### src/rtl/wb_arch_state_pkg.sv
// rtl/wb_arch_state_pkg.sv - shared widths and enable levels for the WB architectural state
package wb_arch_state_pkg;

   // Default geometry of the architectural state
   localparam int DATA_W_DEF  = 32;
   localparam int ADDR_W_DEF  = 5;
   localparam int REG_NUM_DEF = 32;
   localparam int CNT_W_DEF   = 64;

   // Active levels of the pipeline control signals
   localparam logic RST_ENABLE   = 1'b1;
   localparam logic WRITE_ENABLE = 1'b1;
   localparam logic READ_ENABLE  = 1'b1;

endpackage

### src/rtl/wb_arch_state_gpr_file.sv
// rtl/wb_arch_state_gpr_file.sv - 32-entry GPR file, one write port, two bypassing read ports
module wb_arch_state_gpr_file
   import wb_arch_state_pkg::*;
#(
   parameter int DATA_W  = DATA_W_DEF,
   parameter int ADDR_W  = ADDR_W_DEF,
   parameter int REG_NUM = REG_NUM_DEF
) (
   input  logic              clk,
   input  logic              rst,
   input  logic              i_we,
   input  logic [ADDR_W-1:0] i_waddr,
   input  logic [DATA_W-1:0] i_wdata,
   input  logic              i_re1,
   input  logic [ADDR_W-1:0] i_raddr1,
   output logic [DATA_W-1:0] o_rdata1,
   input  logic              i_re2,
   input  logic [ADDR_W-1:0] i_raddr2,
   output logic [DATA_W-1:0] o_rdata2
);

   logic [DATA_W-1:0] r_regs [REG_NUM];

   // Write port: $0 is never written so it stays zero after reset
   always_ff @(posedge clk) begin
      if (rst == RST_ENABLE) begin
         for (int i = 0; i < REG_NUM; i++) begin
            r_regs[i] <= '0;
         end
      end else if (i_we == WRITE_ENABLE && i_waddr != '0) begin
         r_regs[i_waddr] <= i_wdata;
      end
   end

   // Read port 1: reset, disable and $0 force zero; a same-cycle WB write is forwarded
   always_comb begin
      o_rdata1 = '0;
      if (rst != RST_ENABLE && i_re1 == READ_ENABLE && i_raddr1 != '0) begin
         if (i_we == WRITE_ENABLE && i_raddr1 == i_waddr) begin
            o_rdata1 = i_wdata;
         end else begin
            o_rdata1 = r_regs[i_raddr1];
         end
      end
   end

   // Read port 2: same priority as port 1, fully independent
   always_comb begin
      o_rdata2 = '0;
      if (rst != RST_ENABLE && i_re2 == READ_ENABLE && i_raddr2 != '0) begin
         if (i_we == WRITE_ENABLE && i_raddr2 == i_waddr) begin
            o_rdata2 = i_wdata;
         end else begin
            o_rdata2 = r_regs[i_raddr2];
         end
      end
   end

endmodule

### src/rtl/wb_arch_state.sv
// rtl/wb_arch_state.sv - WB-stage architectural state: GPRs, HI/LO, LL bit, retire tracker
module wb_arch_state
   import wb_arch_state_pkg::*;
#(
   parameter int DATA_W  = DATA_W_DEF,
   parameter int ADDR_W  = ADDR_W_DEF,
   parameter int REG_NUM = REG_NUM_DEF,
   parameter int CNT_W   = CNT_W_DEF
) (
   input  logic              clk,
   input  logic              rst,
   input  logic [ADDR_W-1:0] wb_wd,
   input  logic              wb_wreg,
   input  logic [DATA_W-1:0] wb_wdata,
   input  logic [DATA_W-1:0] wb_hi,
   input  logic [DATA_W-1:0] wb_lo,
   input  logic              wb_whilo,
   input  logic              wb_LLbit_we,
   input  logic              wb_LLbit_value,
   input  logic              flush,
   input  logic [DATA_W-1:0] current_pc_i,
   input  logic              re1,
   input  logic [ADDR_W-1:0] raddr1,
   output logic [DATA_W-1:0] rdata1,
   input  logic              re2,
   input  logic [ADDR_W-1:0] raddr2,
   output logic [DATA_W-1:0] rdata2,
   output logic [DATA_W-1:0] hi_o,
   output logic [DATA_W-1:0] lo_o,
   output logic              LLbit_o,
   output logic              retire_valid,
   output logic [DATA_W-1:0] retire_pc,
   output logic [CNT_W-1:0]  retire_count
);

   logic [DATA_W-1:0] r_hi;
   logic [DATA_W-1:0] r_lo;
   logic              r_llbit;
   logic              r_retire_valid;
   logic [DATA_W-1:0] r_retire_pc;
   logic [CNT_W-1:0]  r_retire_count;
   logic              w_retiring;

   wb_arch_state_gpr_file #(
      .DATA_W  (DATA_W),
      .ADDR_W  (ADDR_W),
      .REG_NUM (REG_NUM)
   ) u_gpr_file (
      .clk      (clk),
      .rst      (rst),
      .i_we     (wb_wreg),
      .i_waddr  (wb_wd),
      .i_wdata  (wb_wdata),
      .i_re1    (re1),
      .i_raddr1 (raddr1),
      .o_rdata1 (rdata1),
      .i_re2    (re2),
      .i_raddr2 (raddr2),
      .o_rdata2 (rdata2)
   );

   // HI and LO are always committed as a pair; no bypass, EX forwards from MEM/WB itself
   always_ff @(posedge clk) begin
      if (rst == RST_ENABLE) begin
         r_hi <= '0;
         r_lo <= '0;
      end else if (wb_whilo == WRITE_ENABLE) begin
         r_hi <= wb_hi;
         r_lo <= wb_lo;
      end
   end

   // LL bit: a flush breaks any pending LL/SC pair, overriding a same-cycle LL write
   always_ff @(posedge clk) begin
      if (rst == RST_ENABLE) begin
         r_llbit <= 1'b0;
      end else if (flush) begin
         r_llbit <= 1'b0;
      end else if (wb_LLbit_we == WRITE_ENABLE) begin
         r_llbit <= wb_LLbit_value;
      end
   end

   // A nonzero PC in WB is a real instruction; flush only kills younger stages
   assign w_retiring = (current_pc_i != '0);

   // Retire tracker: one-cycle pulse, last retired PC, free-running wrapping count
   always_ff @(posedge clk) begin
      if (rst == RST_ENABLE) begin
         r_retire_valid <= 1'b0;
         r_retire_pc    <= '0;
         r_retire_count <= '0;
      end else if (w_retiring) begin
         r_retire_valid <= 1'b1;
         r_retire_pc    <= current_pc_i;
         r_retire_count <= r_retire_count + CNT_W'(1);
      end else begin
         r_retire_valid <= 1'b0;
      end
   end

   assign hi_o         = r_hi;
   assign lo_o         = r_lo;
   assign LLbit_o      = r_llbit;
   assign retire_valid = r_retire_valid;
   assign retire_pc    = r_retire_pc;
   assign retire_count = r_retire_count;

endmodule
### config.mk
export PLATFORM = sky130hd
export DESIGN_NAME = wb_arch_state
export DESIGN_NICKNAME = d
export VERILOG_FILES = /design/src/rtl/wb_arch_state_pkg.sv /design/src/rtl/wb_arch_state_gpr_file.sv /design/src/rtl/wb_arch_state.sv
export SDC_FILE = /design/constraint.sdc
export NUM_CORES = 2
export LEC_CHECK = 0
export CORE_MARGIN = 1
export CORE_UTILIZATION = 54
export CTS_CLUSTER_DIAMETER = 150
export CTS_CLUSTER_SIZE = 10
export DETAILED_ROUTE_END_ITERATION = 8
export HOLD_SLACK_MARGIN = 0.06
export PLACE_DENSITY_LB_ADDON = 0.05
export REMOVE_ABC_BUFFERS = 1
export SLEW_MARGIN = 0
export SYNTH_ARGS = -nofsm -noshare
export SYNTH_HDL_FRONTEND = slang
export SYNTH_SLANG_ARGS = --single-unit
### constraint.sdc
create_clock -name clk -period 4.35 [get_ports clk]
set_input_delay 0.87 -clock clk [delete_from_list [all_inputs] [get_ports clk]]
set_output_delay 0.87 -clock clk [all_outputs]
set_load 0.01 [all_outputs]
=== After elaboration in Yosys (flattened, before gate mapping) ===
Memory sizes are Yosys's and may differ from the RTL's.
Index checks and enable logic that the tools add are counted.

* Memories kept: 1
* Bits in writable memories: 1,024
* Input port bits: 152
* Word-level logic and storage cells: 37
* Register bits after elaboration: 162

* $add $sub $neg: 1
* Eq/ne operators: 2
* Mux-type cells: 13
* Bitwise logic cells: 1
* Reduce and logical (&&, ||, !) cells: 13

{| class="wikitable"
|+ Memory list
! name !! depth !! bits a word !! read ports !! clocked after Yosys merged registers in !! wr ports !! RTL line !! RTL
|-
| u_gpr_file.r_regs || 32 || 32 || 2 || 0 || 32 || wb_arch_state_gpr_file.sv:22 || <nowiki>logic [DATA_W-1:0] r_regs [REG_NUM];</nowiki>
|}

{| class="wikitable"
|+ Operator list
! operator !! number
|-
| $mux 32 || 5
|-
| $add 64x1->64 const B || 1
|-
| $reduce_bool 32->1 || 1
|-
| $reduce_or 32->1 || 1
|-
| $reduce_bool 5->1 || 3
|-
| $eq 5x5->1 || 2
|-
| $logic_and 1x1->1 || 7
|-
| $mux 1 || 7
|-
| $mux 5 || 1
|-
| $reduce_or 2->1 || 1
|-
| $not 1->1 || 1
|}

=== Depth between registers and ports, before layout ===
* Word-level depth: 7
* Gate-level depth with buffers: 8
* Mapped depth without buffers: 6

=== Modules after synthesis ===
A second synthesis with hierarchy kept.

* Cell total of the unflattened synthesis: 4,516
* Area total of the unflattened synthesis: 61,550.3 µm²

{| class="wikitable"
|+ Modules (own cells, without submodules)
! module !! seq. area each (µm²) !! times used !! cells each !! area each (µm²)
|-
| wb_arch_state_gpr_file || 30,749.5 || 1 || 3,798 || 54,918.9
|-
| wb_arch_state || 3,243.1 || 1 || 718 || 6,631.4
|}

=== Worst setup path before layout ===
No wires, ideal clock.

* Path type: input-to-reg
* From: input wb_wd[2]
* To: memory u_gpr_file.r_regs[28][0] (netlist bit), enable pin
* Arrival: 4,037 ps
* Setup time: 466 ps
* Cell stages on the path: 6
* Slack: -152 ps
* Cells stage by stage: buf_2 -> or3_1 -> clkbuf_1 -> nand4bb_1 -> buf_2 -> o21ai_0

{| class="wikitable"
|+ RTL lines
! item !! RTL line !! RTL
|-
| start: declaration || wb_arch_state.sv:12 || <nowiki>input logic [ADDR_W-1:0] wb_wd,</nowiki>
|-
| end: declaration || wb_arch_state_gpr_file.sv:22 ||
|}

=== Worst setup path after layout ===
* From: input wb_wd[3]
* To: output rdata2[15]

* Longest elaborated chain between the ends: 4

{| class="wikitable"
|+ Ends and longest elaborated chain
! item !! RTL line !! RTL
|-
| $eq 5x5->1 || wb_arch_state_gpr_file.sv:51 || <nowiki>if (i_we == WRITE_ENABLE && i_raddr2 == i_waddr) begin</nowiki>
|-
| $logic_and 1x1->1 || wb_arch_state_gpr_file.sv:51 ||
|-
| $mux 32 || wb_arch_state_gpr_file.sv:51 ||
|-
| $mux 32 || wb_arch_state_gpr_file.sv:50 || <nowiki>if (rst != RST_ENABLE && i_re2 == READ_ENABLE && i_raddr2 != '0) begin</nowiki>
|-
| end: declaration || wb_arch_state.sv:27 || <nowiki>output logic [DATA_W-1:0] rdata2,</nowiki>
|}

Every way passes these cells.

==> summary.txt <==
remaining global-route overflow -> 0
Root Driver -> sky130_fd_sc_hd__clkbuf_16
CTS buffer count -> 136
placed wire-length estimate after detailed placement -> 134900 um
setup repair after global routing missed its margin -> yes
result of the run -> complete, no violations
Rel. slew slack -> 10.05%
power density over the cells -> 366.5 nW/um2
clock-pin slew reported for the worst setup and hold paths after clock tree synthesis -> 0.05 ns
kind of end point of the critical path -> output pin
number of setup violations in the final report -> 0
critical path start-end classification -> in2out
Post-Synthesis Cell Area -> 61300 um2
global-route wire length before repair -> 305400 um
arrival time of data at the critical path endpoint -> 3.45 ns
Post-Syn Instances -> 4482
share of the synthesized area in the top cell type -> 50.16%
number of global-route vias before repair -> 42.88k
total count of max-transition violations in the final report -> 0
overall die width -> 338.9 um
Leak -> 27.37 nW
global-route total usage across every layer -> 37.28%
first-pass detailed-route iteration total -> 8
total of warnings raised by yosys -> 0
share of the clock period used by the worst path after layout -> 99.20%
proportion of synthesized chip area in sequential cells -> 55.45%
level count of the clock H-tree -> 4
max-capacitance violation count -> 0
share of flip-flops with an asynchronous set or reset -> 0%
number of clock sinks -> 1186
count of standard-cell rows -> 123
distinct cell type count of the synthesized netlist -> 66
source-to-sink clock delay at the later pin of the worst-skew pair -> 0.74 ns
upper clock frequency limit -> 231.7 MHz
number of buffers inserted for hold repair after clock tree synthesis -> 0
number of primary I/O pins -> 378
flops & latches, synth -> 1186
number of cells traversed by the worst register-to-register path -> 5
count of flip-flops with a built-in enable after synthesis -> 1024
initial detailed-routing violation count -> 5673
share of the core filled with cells -> 66.38%
largest voltage drop on the vdd net -> 374.7 uV
Setup Total Neg Slack -> 0 ns
CORE AREA -> 112500 um2
largest fanout on the critical path -> 11
area leader, netlist -> sky130_fd_sc_hd__edfxtp_1
Avg Cell Area, Syn -> 13.68 um2
Worst Hold Depth -> 2
largest net degree at the start of global routing -> 177
Clock Path Buffers -> 3
number of antenna violations at the first check in global routing -> 13
DRC violations left -> 0
vias per std cell -> 6.659
Filler Cells Inserted -> 8141
initial core utilization -> 54.49%
area enclosed by the die boundary -> 114900 um2
cell type of the slowest stage on the worst timing path -> sky130_fd_sc_hd__clkdlybuf4s50_1
die extent in y -> 338.9 um
Final Hold Violating Endpoints -> 0
most used flip-flop cell after synthesis -> sky130_fd_sc_hd__edfxtp_1
total length of routed wires -> 216800 um
most common library cell in the layout ignoring fill and taps -> sky130_fd_sc_hd__edfxtp_1
Port Buffer Count -> 377
# nets final -> 5156
clock tree skew after final layout -> 0.01202 ns
Layout area overhead -> 21.82%
average detailed-routed wire length per instance -> 33.11 um
main area contributors after synthesis -> sky130_fd_sc_hd__edfxtp_1 50%, sky130_fd_sc_hd__mux4_2 14%, sky130_fd_sc_hd__and2_1 10%
post-route antenna net violation count -> 0
Cell Chain, Critical Path -> clkdlybuf4s50_1 -> buf_4 -> xnor2_1 -> nand4_1 -> buf_4 -> o2111ai_4 -> buf_12 -> buf_12 -> a21oi_1 -> a221o_1 -> clkdlybuf4s50_1
most frequent cells in the layout -> 1024 x sky130_fd_sc_hd__edfxtp_1, 996 x sky130_fd_sc_hd__and2_1, 384 x sky130_fd_sc_hd__mux4_2, 327 x sky130_fd_sc_hd__buf_4, 323 x sky130_fd_sc_hd__mux2i_1
worst endpoint required time -> 3.48 ns
clock tree from TritonCTS -> yes
routability-driven placement congestion ratio -> 0.9383
launching element type of the critical path -> input port
total via count in the routed design -> 43.61k
slew of the pin with the lowest slew margin -> 1.346 ns
Final Critical Period -> 4.315 ns
longest individual stage delay on the worst path -> 0.58 ns
layout cells sized above 1 -> 22.79%
class of the most critical hold timing path -> reg2reg
==> layout make-up <==
class / count / area [um2] / area share, %
well taps: 1500 / 1877 / 2.513
clock inverters: 11 / 117.6 / 0.1575
diodes: 3 / 7.507 / 0.01005
clock buffers: 170 / 3637 / 4.871
flip-flops and latches: 1186 / 33990 / 45.52
inverters: 9 / 35.03 / 0.04691
repair buffers: 811 / 8541 / 11.44
multi-input cells: 2859 / 26470 / 35.44
==> flip-flops by register name (all words and copies together) (netlist names) <==
| signal | count |
|---|---|
| LLbit_o | 1 |
| hi_o | 32 |
| lo_o | 32 |
| retire_count | 64 |
| retire_pc | 32 |
| retire_valid | 1 |
| u_gpr_file.r_regs | 1024 |
==> report_power, final <==
part | internal, mW | leakage [nW] | switching [mW] | total (mW)
logic | 1.70 | 14.5 | 2.09 | 3.78
registers | 12.9 | 11.1 | 0.303 | 13.2
clock network | 5.87 | 1.83 | 4.47 | 10.3
==> repair_timing <==
item / in CTS / in global routing
endpoints found under the setup margin: 51 / 48
gates resized for setup: 66 / 66
setup buffers: 5 / 10
pin swaps: 3 / 9
cloned: 1 / 4
==> critical path, delay by kind of cell <==
| kind | cells | cell delay, ns |
|---|---|---|
| AO/OA/AOI/OAI | 3 | 0.59 |
| XOR/XNOR | 1 | 0.12 |
| buffers and inverters | 6 | 1.74 |
| AND/OR/NAND/NOR | 1 | 0.11 |
==> final timing paths <==
| kind | start | end | slack [ns] |
|---|---|---|---|
| setup / recovery | wb_wd[3] | rdata2[15] | 0.03 |
| hold / removal | retire_pc[30] | retire_pc[30] | 0.48 |
| setup reg to reg | retire_count[4] | retire_count[46] | 1.58 |
| hold reg to reg | retire_pc[30] | retire_pc[30] | 0.48 |
==> cells in the mapped netlist, types with 3 or more instances <==
cell type,number
sky130_fd_sc_hd__o22ai_1,62
sky130_fd_sc_hd__xor2_1,13
sky130_fd_sc_hd__or3_1,20
sky130_fd_sc_hd__clkbuf_1,334
sky130_fd_sc_hd__nor2_1,228
sky130_fd_sc_hd__o21ai_0,77
sky130_fd_sc_hd__o21ai_1,8
sky130_fd_sc_hd__mux4_2,384
sky130_fd_sc_hd__nor4_1,17
sky130_fd_sc_hd__a21oi_1,127
sky130_fd_sc_hd__dfxtp_1,162
sky130_fd_sc_hd__nand4_1,14
sky130_fd_sc_hd__a22oi_1,128
sky130_fd_sc_hd__a221oi_1,128
sky130_fd_sc_hd__nand2_1,37
sky130_fd_sc_hd__o21bai_1,37
sky130_fd_sc_hd__buf_4,9
sky130_fd_sc_hd__or2_2,4
sky130_fd_sc_hd__mux2_2,6
sky130_fd_sc_hd__nor3_1,3
sky130_fd_sc_hd__inv_1,8
sky130_fd_sc_hd__and2_1,997
sky130_fd_sc_hd__o31ai_1,6
sky130_fd_sc_hd__edfxtp_1,1024
sky130_fd_sc_hd__nor4_2,9
sky130_fd_sc_hd__and4_1,7
sky130_fd_sc_hd__nor2b_1,21
sky130_fd_sc_hd__or3_2,4
sky130_fd_sc_hd__buf_2,88
sky130_fd_sc_hd__nand3b_1,5
sky130_fd_sc_hd__a221o_1,64
sky130_fd_sc_hd__and3_1,6
sky130_fd_sc_hd__or4_1,7
sky130_fd_sc_hd__mux2_1,9
sky130_fd_sc_hd__o2111ai_1,10
sky130_fd_sc_hd__nand2b_1,3
sky130_fd_sc_hd__xnor2_1,14
sky130_fd_sc_hd__buf_1,25
sky130_fd_sc_hd__o211ai_1,5
sky130_fd_sc_hd__mux2i_1,323
sky130_fd_sc_hd__nand3_1,16
==> per-layer routing <==
layer / global-route usage (%) / vias to the layer above / part of all wire (%)
met5: 0 / - / 0.029
li1: - / 18170 / -
met1: 48.12 / 21990 / 36
met2: 57.25 / 2846 / 45
met4: 19.98 / 10 / 6.0
met3: 10.57 / 595 / 12
==> cells by family after synthesis <==
kind of cell	synth area share, %
other cells	0.006117
buf+inv	3.127
mux	19.66
compound gates	7.713
simple gates	13.64
flops	55.45
fa+ha+maj	0.02041
xor+xnor	0.3858
==> metrics by stage <==
| stage | instances | setup WS (ns) | total power, mW | area, um2 | hold WS [ns] |
|---|---|---|---|---|---|
| floorplan | 4054 | -1.018 | 14.92 | 59540 | 0.4925 |
| global placement | 6344 | -0.8537 | 17.06 | 70160 | 0.4649 |
| detailed placement | 6345 | -0.3026 | 17.11 | 70190 | 0.4755 |
| CTS | 6532 | 0.001791 | 27.37 | 74290 | 0.4881 |
| global route | 6546 | -0.007363 | 28.03 | 74670 | 0.5011 |
| finish | 6549 | 0.03498 | 27.37 | 74680 | 0.4847 |
Power figures use the tool's default switching activity.
